<file path="src/rtl/serial_add_seq.sv">
// Bit-serial WIDTH-bit add/sub sequencer: drives one external full-adder cell
// LSB first, one bit per clock, with a start/done handshake and result flags.
module serial_add_seq #(
  parameter int WIDTH = 32
) (
  input  logic             clk,
  input  logic             rst_n,
  input  logic             start,
  input  logic             sub,
  input  logic [WIDTH-1:0] op_a,
  input  logic [WIDTH-1:0] op_b,
  input  logic             abort,
  output logic             fa_a,
  output logic             fa_b,
  output logic             fa_cin,
  input  logic             fa_sum,
  input  logic             fa_cout,
  output logic             busy,
  output logic             done,
  output logic [WIDTH-1:0] result,
  output logic             carry_out,
  output logic             overflow,
  output logic             zero
);

  localparam int              CW   = $clog2(WIDTH);
  localparam logic [CW-1:0]   LAST = CW'(WIDTH - 1);

  typedef enum logic [1:0] {
    IDLE = 2'd0,
    RUN  = 2'd1,
    DONE = 2'd2
  } state_t;

  state_t           r_state;
  logic [CW-1:0]    r_cnt;
  logic             r_carry;
  logic [WIDTH-1:0] r_aSh;
  logic [WIDTH-1:0] r_bSh;
  logic [WIDTH-2:0] r_sumSh;
  logic [WIDTH-1:0] r_result;
  logic             r_carryOut;
  logic             r_overflow;
  logic             r_zero;

  logic             w_run;
  logic             w_accept;
  logic [WIDTH-1:0] w_sumNext;

  assign w_run     = (r_state == RUN);
  assign w_accept  = start && !abort && (r_state != RUN);
  assign w_sumNext = {fa_sum, r_sumSh};

  assign fa_a      = w_run & r_aSh[0];
  assign fa_b      = w_run & r_bSh[0];
  assign fa_cin    = w_run & r_carry;

  assign busy      = w_run;
  assign done      = (r_state == DONE);
  assign result    = r_result;
  assign carry_out = r_carryOut;
  assign overflow  = r_overflow;
  assign zero      = r_zero;

  // Partial sum lives in r_sumSh so an aborted op never disturbs the
  // previously reported result and flags.
  always_ff @(posedge clk or negedge rst_n) begin
    if (!rst_n) begin
      r_state    <= IDLE;
      r_cnt      <= '0;
      r_carry    <= 1'b0;
      r_aSh      <= '0;
      r_bSh      <= '0;
      r_sumSh    <= '0;
      r_result   <= '0;
      r_carryOut <= 1'b0;
      r_overflow <= 1'b0;
      r_zero     <= 1'b0;
    end else begin
      case (r_state)
        IDLE, DONE: begin
          if (w_accept) begin
            r_aSh   <= op_a;
            r_bSh   <= op_b ^ {WIDTH{sub}};
            r_carry <= sub;
            r_cnt   <= '0;
            r_sumSh <= '0;
            r_state <= RUN;
          end else begin
            r_state <= IDLE;
          end
        end
        RUN: begin
          if (abort) begin
            r_state <= IDLE;
          end else begin
            r_sumSh <= w_sumNext[WIDTH-1:1];
            r_carry <= fa_cout;
            r_aSh   <= r_aSh >> 1;
            r_bSh   <= r_bSh >> 1;
            r_cnt   <= r_cnt + CW'(1);
            if (r_cnt == LAST) begin
              r_result   <= w_sumNext;
              r_carryOut <= fa_cout;
              r_overflow <= r_carry ^ fa_cout;
              r_zero     <= (w_sumNext == '0);
              r_state    <= DONE;
            end
          end
        end
        default: r_state <= IDLE;
      endcase
    end
  end

endmodule
</file>
<file path="config.mk">
export PLATFORM = sky130hd
export DESIGN_NAME = serial_add_seq
export DESIGN_NICKNAME = d
export VERILOG_FILES = /design/src/rtl/serial_add_seq.sv
export SDC_FILE = /design/constraint.sdc
export NUM_CORES = 1
export LEC_CHECK = 0
export CORE_ASPECT_RATIO = 0.5
export CORE_MARGIN = 2
export CORE_UTILIZATION = 32
export CTS_BUF_LIST = sky130_fd_sc_hd__clkbuf_8
export CTS_CLUSTER_DIAMETER = 50
export DETAILED_ROUTE_END_ITERATION = 10
export GPL_ROUTABILITY_DRIVEN = 0
export SETUP_SLACK_MARGIN = 0.5
export SLEW_MARGIN = 40
export SYNTH_ARGS = -nofsm -noshare
export SYNTH_HDL_FRONTEND = slang
export SYNTH_SLANG_ARGS = --single-unit
</file>
<file path="constraint.sdc">
create_clock -name clk -period 4.37 [get_ports clk]
set_input_delay 0.874 -clock clk [delete_from_list [all_inputs] [get_ports clk]]
set_output_delay 0.874 -clock clk [all_outputs]
set_load 0.02 [all_outputs]
</file>
==> impl_summary.txt, run 1 <==
----------------------------------------------------
[Run status]
  Status ... finished clean

[STA]
  Relative max-transition margin ... 0.4926
  Final sum of negative setup slack ... 0 ns
  Slew Viols, Final ... 0
  Max Freq ... 0.2996 GHz
  Final setup fails ... 0
  Largest clock skew in the final design ... around 0.014 ns
  Part of the cycle the worst path needs ... 0.7639
  Unrepaired setup endpoints after global routing ... no
  Worst Tran Pin Value ... 0.7611 ns
  Fin crit period ... 3.338 ns
  Hold violation count in the final report ... 0
  Setup slack of the critical path after layout ... ~1.0 ns

[Detailed routing]
  Drc violations ... 0
  Remaining antenna violation count after routing ... 0
  WL per Instance ... 15.63 um
  Final routed wirelength across all metal layers ... 14,850 um
  Via count ... 4,642
  Number of iterations in the first detailed-routing pass ... 4
  First DRT Iteration DRCs ... approximately 410
  Via density ... 4.886

[Die]
  Area enclosed by the die boundary ... 0.02128 mm^2
  Initial cell density of the core ... 0.3285
  Row Count ... 36
  Die H ... 104.2 um
  Area of the placeable core ... 0.01955 mm^2
  Die X-Extent ... 204.3 um
  Top-level port count ... ~110

[Clock network]
  Clock Tree Buf Depth ... 2
  Clock slew seen by the registers of the worst setup and hold paths ... 0.09 ns
  Total clock sinks ... 138
  Clock root buffer ... sky130_fd_sc_hd__clkbuf_8
  Source-to-sink clock delay at the later pin of the worst-skew pair ... 0.43 ns
  Post-cts resize count ... 0
  Count of H-tree levels built during CTS ... 4
  TritonCTS Buffers ... 17
  CTS Hold Buffers Added ... 0
  Clock tree from TritonCTS ... yes
  Post-CTS setup buffer count ... 0

[Synth]
  Number of storage elements in the synthesis netlist ... 138
  Syn Nets ... roughly 660
  Sequential cell area fraction in the yosys report ... 0.5378
  Post-Syn Instances ... 584
  Post-Syn Area ... 0.006421 mm^2
  Unique cell type count in the Yosys netlist ... 35
  Syn_area_per_cell ... between 10 and 15 um^2
  Yosys synthesis warning count ... 0

[Placed design]
  Port-buffer cells ... 110
  Minimum setup slack after placement ... 1.255 ns
  Detailed Place HPWL ... slightly above 9000 um

[Job]
  Max cap viols ... 0

[Global routing]
  Initial antenna violation count ... 0
  Total global-route track usage ... 0.1453
  Met1 capacity usage during global routing ... 0.1981
  Met3 track demand over resource in global routing ... 0.02945
  Largest net degree at the start of global routing ... 97
  M2 GR Usage ... 0.2332
  Gr busiest metal ... met2
  Number of global-route vias before repair ... around 4,700
  First-pass GRT wire length ... 24,790 um
  Global route overflow ... 0

[Setup path]
  Type of destination of the critical path ... primary output
  Highest net fanout along the worst path ... 37
  Worst Path Class, Setup ... reg -> out
  Critical Path RT ... 3.50 ns
  Crit-path slowest cell ... sky130_fd_sc_hd__clkdlybuf4s50_1
  Critical Path Max Stage Delay ... 0.60 ns
  Cell depth of the worst flop-to-flop path ... 5
  Startpoint kind of the worst setup timing path ... flop
  Worst path cell trace ... or2b_4, inv_2, and2_1, clkdlybuf4s50_1
  Data arrival time of the critical path ... 2.46 ns

[Layout]
  N_diodes ... 0
  Area growth from synthesis to layout ... 27.61%
  Filler Cells Inserted ... around 1,900
  Nets ... 744
  Share of layout cells above drive strength 1 ... 0.1477

[Power]
  Cell Pwr Density ... 394.5 mW/mm^2
  Sequential share of power ... 0.481
  Share of total power in combinational logic ... 0.173
  Part of the total power dissipated in the clock network ... 0.346
  P_leak ... 0.003748 uW
  Switching part of the total power ... 0.2898
  Cell internal pwr ... 2296 uW
  Total net switching power ... 936.7 uW
  Highest ir drop seen on vdd ... 0.1948 mV

[Worst hold path]
  Classification of the worst-slack hold path ... in -> async

----------------------------------------------------
[final cells by class]
type | count | area [um^2] | share of cell area
inverters | 3 | 11.26 | 0.001374
flip-flops and latches | 138 | 3453 | 0.4214
multi-input cells | 391 | 2734 | 0.3336
clock buffers | 17 | 234.0 | 0.02855
well taps | 266 | 332.8 | 0.04062
repair buffers | 120 | 1240 | 0.1513
clock inverters | 15 | 188.9 | 0.02306
[per-layer routing]
| metal | up-vias | share of wire | routed length [um] |
|---|---|---|---|
| li1 | 2240 | - | - |
| met1 | 2331 | 0.48 | 7057 |
| met2 | 63 | 0.49 | 7311 |
| met3 | 8 | 0.025 | 374 |
| met4 | 0 | 0.0069 | 102 |
| met5 | - | 0 | 0 |
[registers in the layout, indices dropped and copies added, names as in the netlist]
register / count
r_aSh: 32
r_bSh: 32
result: 32
r_sumSh: 31
r_cnt: 5
r_state: 2
carry_out: 1
overflow: 1
r_carry: 1
zero: 1
[through the flow]
stage / power (uW) / instance area, um^2 / hold WS (ns) / instances / util
3_5_place_dp: 2146 / 7751 / 0.4742 / 917 / 0.3965
2_1_floorplan: 1937 / 6421 / 0.4563 / 584 / -
6_report: 3232 / 8194 / 0.3527 / 950 / 0.4192
4_1_cts: 3275 / 8174 / 0.3465 / 949 / 0.4181
3_3_place_gp: 2114 / 7674 / 0.4687 / 914 / 0.3925
5_1_grt: 3423 / 8194 / 0.3542 / 950 / 0.4192
[worst max-delay path: cells and delay by family, from the launching register on]
| family | cells | cell delay [ns] |
|---|---|---|
| buffers and inverters | 2 | 1.10 |
| AND/OR/NAND/NOR | 2 | 0.51 |
| flip-flops | 1 | 0.43 |
[kinds of logic (layout without fill, tap and decap cells)]
family | count (synthesis) | after routing | share of synthesized area
buffers and inverters | 55 | 155 | 0.04014
multiplexers | 97 | 97 | 0.1586
XOR/XNOR | 33 | 33 | 0.04501
AO/OA/AOI/OAI | 106 | 106 | 0.09470
adder cells (fa/ha/maj) | 2 | 2 | 0.003896
AND/OR/NAND/NOR | 153 | 153 | 0.1198
flip-flops | 138 | 138 | 0.5378
[power by group through the flow]
stage	clock [uW]	sequential, uW	combinational (uW)
2_1_floorplan	0	1550	389
3_3_place_gp	0	1570	539
3_5_place_dp	0	1580	568
4_1_cts	1150	1550	569
5_1_grt	1210	1580	634
6_report	1120	1550	560
[cell usage in the layout (no fill, tap or decap), drive strengths merged, types with 3 or more instances in the layout]
| cell type | count |
|---|---|
| dfrtp | 138 |
| clkdlybuf4s50 | 108 |
| o21ai | 99 |
| nand3 | 96 |
| mux2i | 62 |
| mux2 | 35 |
| xor2 | 32 |
| nand2 | 32 |
| clkbuf | 17 |
| buf | 12 |
| inv | 11 |
| nor4 | 8 |
| and2 | 4 |
| a21oi | 3 |
| bufinv | 3 |
| clkinvlp | 3 |
[final timing paths]
| path | startpoint | end | slack (ns) |
|---|---|---|---|
| max in group asynchronous | rst_n | r_aSh[7] | 3.01 |
| worst min register to register | r_cnt[4] | r_cnt[4] | 0.49 |
| worst max register to register | r_state[0] | r_aSh[0] | 1.88 |
| worst min-delay path | rst_n | result[12] | 0.35 |
| worst max-delay path | r_state[0] | fa_cin | 1.03 |
| min in group clk | r_cnt[4] | r_cnt[4] | 0.49 |
[cells in the mapped netlist]
cell	number	area share
sky130_fd_sc_hd__dfrtp_1	138	0.54
sky130_fd_sc_hd__nand3_1	96	0.075
sky130_fd_sc_hd__o21ai_0	79	0.062
sky130_fd_sc_hd__mux2i_1	62	0.097
sky130_fd_sc_hd__mux2_2	34	0.060
sky130_fd_sc_hd__nand2_1	32	0.019
sky130_fd_sc_hd__xor2_1	32	0.044
sky130_fd_sc_hd__buf_1	18	0.011
sky130_fd_sc_hd__o21ai_2	17	0.023
sky130_fd_sc_hd__clkbuf_1	16	0.0094
sky130_fd_sc_hd__buf_2	14	0.011
sky130_fd_sc_hd__nor4_1	8	0.0078
sky130_fd_sc_hd__a21oi_1	3	0.0023
sky130_fd_sc_hd__and2_1	3	0.0029
sky130_fd_sc_hd__buf_6	3	0.0053
sky130_fd_sc_hd__o21ai_1	3	0.0023
sky130_fd_sc_hd__a22o_1	2	0.0027
sky130_fd_sc_hd__ha_1	2	0.0039
sky130_fd_sc_hd__inv_1	2	0.0012
sky130_fd_sc_hd__nand4_1	2	0.0019
sky130_fd_sc_hd__nor3b_1	2	0.0023
sky130_fd_sc_hd__or3_1	2	0.0019
sky130_fd_sc_hd__or3b_1	2	0.0027
sky130_fd_sc_hd__a21o_1	1	0.0012
sky130_fd_sc_hd__and2_4	1	0.0014
sky130_fd_sc_hd__and3_1	1	0.00097
sky130_fd_sc_hd__buf_8	1	0.0023
sky130_fd_sc_hd__inv_2	1	0.00058
sky130_fd_sc_hd__mux2_4	1	0.0023
sky130_fd_sc_hd__nor2_1	1	0.00058
sky130_fd_sc_hd__nor2b_1	1	0.00097
sky130_fd_sc_hd__nor4bb_1	1	0.0016
sky130_fd_sc_hd__o41ai_1	1	0.0014
sky130_fd_sc_hd__or2b_1	1	0.0012
sky130_fd_sc_hd__xnor2_1	1	0.0014
No activity file was read; power rests on OpenSTA's default activity.
==> run 2: changes to the inputs <==
==> constraint.sdc (replaced) <==
create_clock -name clk -period 2.8 [get_ports clk]
set_input_delay 0.56 -clock clk [delete_from_list [all_inputs] [get_ports clk]]
set_output_delay 0.56 -clock clk [all_outputs]
set_load 0.02 [all_outputs]
==> run 2 against run 1 <==
Die area unchanged. Critical path type unchanged. Critical endpoint is now done. First-iteration DRC count decreased by 11%. Non-clock buffer count increased by 3. Utilization decreased by 0.26 points. Cell area decreased by 0.63%. Critical path depth decreased by 2. Wire length decreased by 0.47%.
==> impl_summary.txt, run 2 (same netlist as run 1, synthesis figures left out) <==
----------------------------------------------------
[STA]
  Final setup fails ... 0
  Unrepaired setup endpoints after global routing ... no
  Max Freq ... roughly 0.45 GHz
  Hold Slack ... between 0.5 and 0.6 ns
  Hold violation count in the final report ... 0
  Part of the cycle the worst path needs ... 0.7854
  Worst Tran Pin Value ... 0.6771 ns
  Final sum of negative setup slack ... 0 ns
  Slew Viols, Final ... 0
  Relative max-transition margin ... 0.5486
  Fin crit period ... between 2 and 2.5 ns
  Largest clock skew in the final design ... 0.01673 ns

[Detailed routing]
  WL per Instance ... 15.51 um
  Via count ... 4,658
  Final routed wirelength across all metal layers ... ~15,000 um
  First DRT Iteration DRCs ... 361
  Remaining antenna violation count after routing ... 0
  Drc violations ... 0
  Number of iterations in the first detailed-routing pass ... 4
  Via density ... around 4.9

[Clock network]
  Total clock sinks ... 138
  Clock slew seen by the registers of the worst setup and hold paths ... around 0.080 ns
  Source-to-sink clock delay at the later pin of the worst-skew pair ... approximately 0.44 ns
  Clock Tree Buf Depth ... 2
  Clock tree from TritonCTS ... yes
  Count of H-tree levels built during CTS ... 4
  Clock root buffer ... sky130_fd_sc_hd__clkbuf_8
  TritonCTS Buffers ... 17

[Layout]
  Area growth from synthesis to layout ... 26.81%
  Summed area of non-filler cells in the final layout ... 0.008143 mm^2
  N_diodes ... 0
  Share of layout cells above drive strength 1 ... 0.1543
  Highest-count cells in the layout ignoring fill and taps ... sky130_fd_sc_hd__dfrtp_1 (138), sky130_fd_sc_hd__clkdlybuf4s50_1 (104), sky130_fd_sc_hd__nand3_1 (96)
  Most common cell after layout, fill and taps aside ... sky130_fd_sc_hd__dfrtp_1
  Nets ... 747
  Post-route insts no fill ... 953
  Filler Cells Inserted ... 1,862

[Power]
  P_leak ... 0.003742 uW
  Cell Pwr Density ... 591.4 mW/mm^2
  Highest ir drop seen on vdd ... 0.2858 mV

[Global routing]
  Total global-route track usage ... 0.1435
  First-pass GRT wire length ... 24,440 um
  Largest net degree at the start of global routing ... between 100 and 150
  Global route overflow ... 0
  Initial antenna violation count ... 0
  Number of global-route vias before repair ... 4,706

[Setup path]
  Critical Path RT ... 2.24 ns
  Crit-path slowest cell ... sky130_fd_sc_hd__clkdlybuf4s50_1
  Startpoint kind of the worst setup timing path ... flop
  CP Buf/Inv Count ... 1
  Logic depth of the worst setup path including buffers ... 2
  Worst Path Class, Setup ... reg -> out
  Kind of cell with the highest combined delay on the critical path ... buffers and inverters
  Critical Path Max Stage Delay ... 0.61 ns
  Type of destination of the critical path ... primary output
  Data arrival time of the critical path ... 1.64 ns
  Worst path cell trace ... nor2b_1, clkdlybuf4s50_1
  Highest net fanout along the worst path ... 4
  Cell depth of the worst flop-to-flop path ... 5

[Die]
  Area of the placeable core ... 0.01955 mm^2
  Die H ... 104.2 um
  Top-level port count ... 111
  Initial cell density of the core ... 0.3285
  Area enclosed by the die boundary ... roughly 0.021 mm^2
  Die X-Extent ... 204.3 um
  Row Count ... 36

[Worst hold path]
  Classification of the worst-slack hold path ... reg -> reg
  Cells on Worst Hold Path ... 1

[Placed design]
  Cell Area, Placed ... 0.007774 mm^2
  Port-buffer cells ... 110
  Detailed Place HPWL ... roughly 9000 um
  Post-placement cell count ... 919

[Run status]
  Status ... finished clean

[Job]
  Max cap viols ... 0

----------------------------------------------------
==> run 2: changes by cell type in the layout (fill, tap and decap cells not counted), sizes merged <==
cell and delta:
inv +3, buf +3, dlygate4sd2 +1, clkdlybuf4s50 -4, clkbuf +2, bufinv -3, dlygate4sd3 +1
==> run 2: layout make-up <==
class / instances / area (um^2) / area share
repair buffers: 123 / 1247 / 0.1532
clock buffers: 17 / 234.0 / 0.02873
inverters: 3 / 11.26 / 0.001383
multi-input cells: 391 / 2734 / 0.3357
well taps: 266 / 332.8 / 0.04087
flip-flops and latches: 138 / 3453 / 0.4241
clock inverters: 15 / 130.1 / 0.01598
==> run 2: metal layers <==
metal	wire length, um	track usage	up-vias
met3	492	0.03885	8
met1	6875	0.1902	2332
met5	0	0	-
met4	129	0.04348	0
li1	-	-	2253
met2	7279	0.2291	65
==> run 2: path summary, 6_finish.rpt <==
kind,startpoint,end,slack (ns)
worst min-delay path,r_cnt[4],r_cnt[4],0.50
worst min register to register,r_cnt[4],r_cnt[4],0.50
min in group asynchronous,rst_n,result[12],0.59
worst max-delay path,r_state[1],done,0.60
worst max register to register,r_state[0],r_bSh[11],0.71
max in group asynchronous,rst_n,r_aSh[2],1.52
==> run 2: through the flow <==
stage / worst slack [ns] / utilization / total power (uW)
3_5_place_dp: 0.2872 / 0.3977 / 3351
5_1_grt: 0.5259 / 0.4165 / 5102
6_report: 0.6009 / 0.4165 / 4815
2_1_floorplan: 0.6702 / - / 3023
3_3_place_gp: 0.3099 / 0.3977 / 3324
4_1_cts: 0.4264 / 0.4167 / 4876
==> run 2: power breakdown <==
part           switching, uW  leakage, uW  internal, uW
Clock                    870     0.000182           648
Combinational            467      0.00173           404
Sequential               158      0.00183          2270
Total                   1490      0.00374          3320
==> run 2: worst reg2reg max path: stages, from the launching register on <==
cell	delay (ns)
sky130_fd_sc_hd__dfrtp_1	0.43
sky130_fd_sc_hd__or2b_4	0.23
sky130_fd_sc_hd__buf_4	0.44
sky130_fd_sc_hd__buf_6	0.45
sky130_fd_sc_hd__mux2i_1	0.36
sky130_fd_sc_hd__o21ai_2	0.07
==> run 2: what timing repair did <==
item                                   4_1_cts  5_1_grt
gates resized for setup                      7        5
hold buffers                                 1        0
endpoints found under the hold margin        1        0
setup endpoints to repair                    4       11
cloned                                       0        0
buffers inserted                             0        1
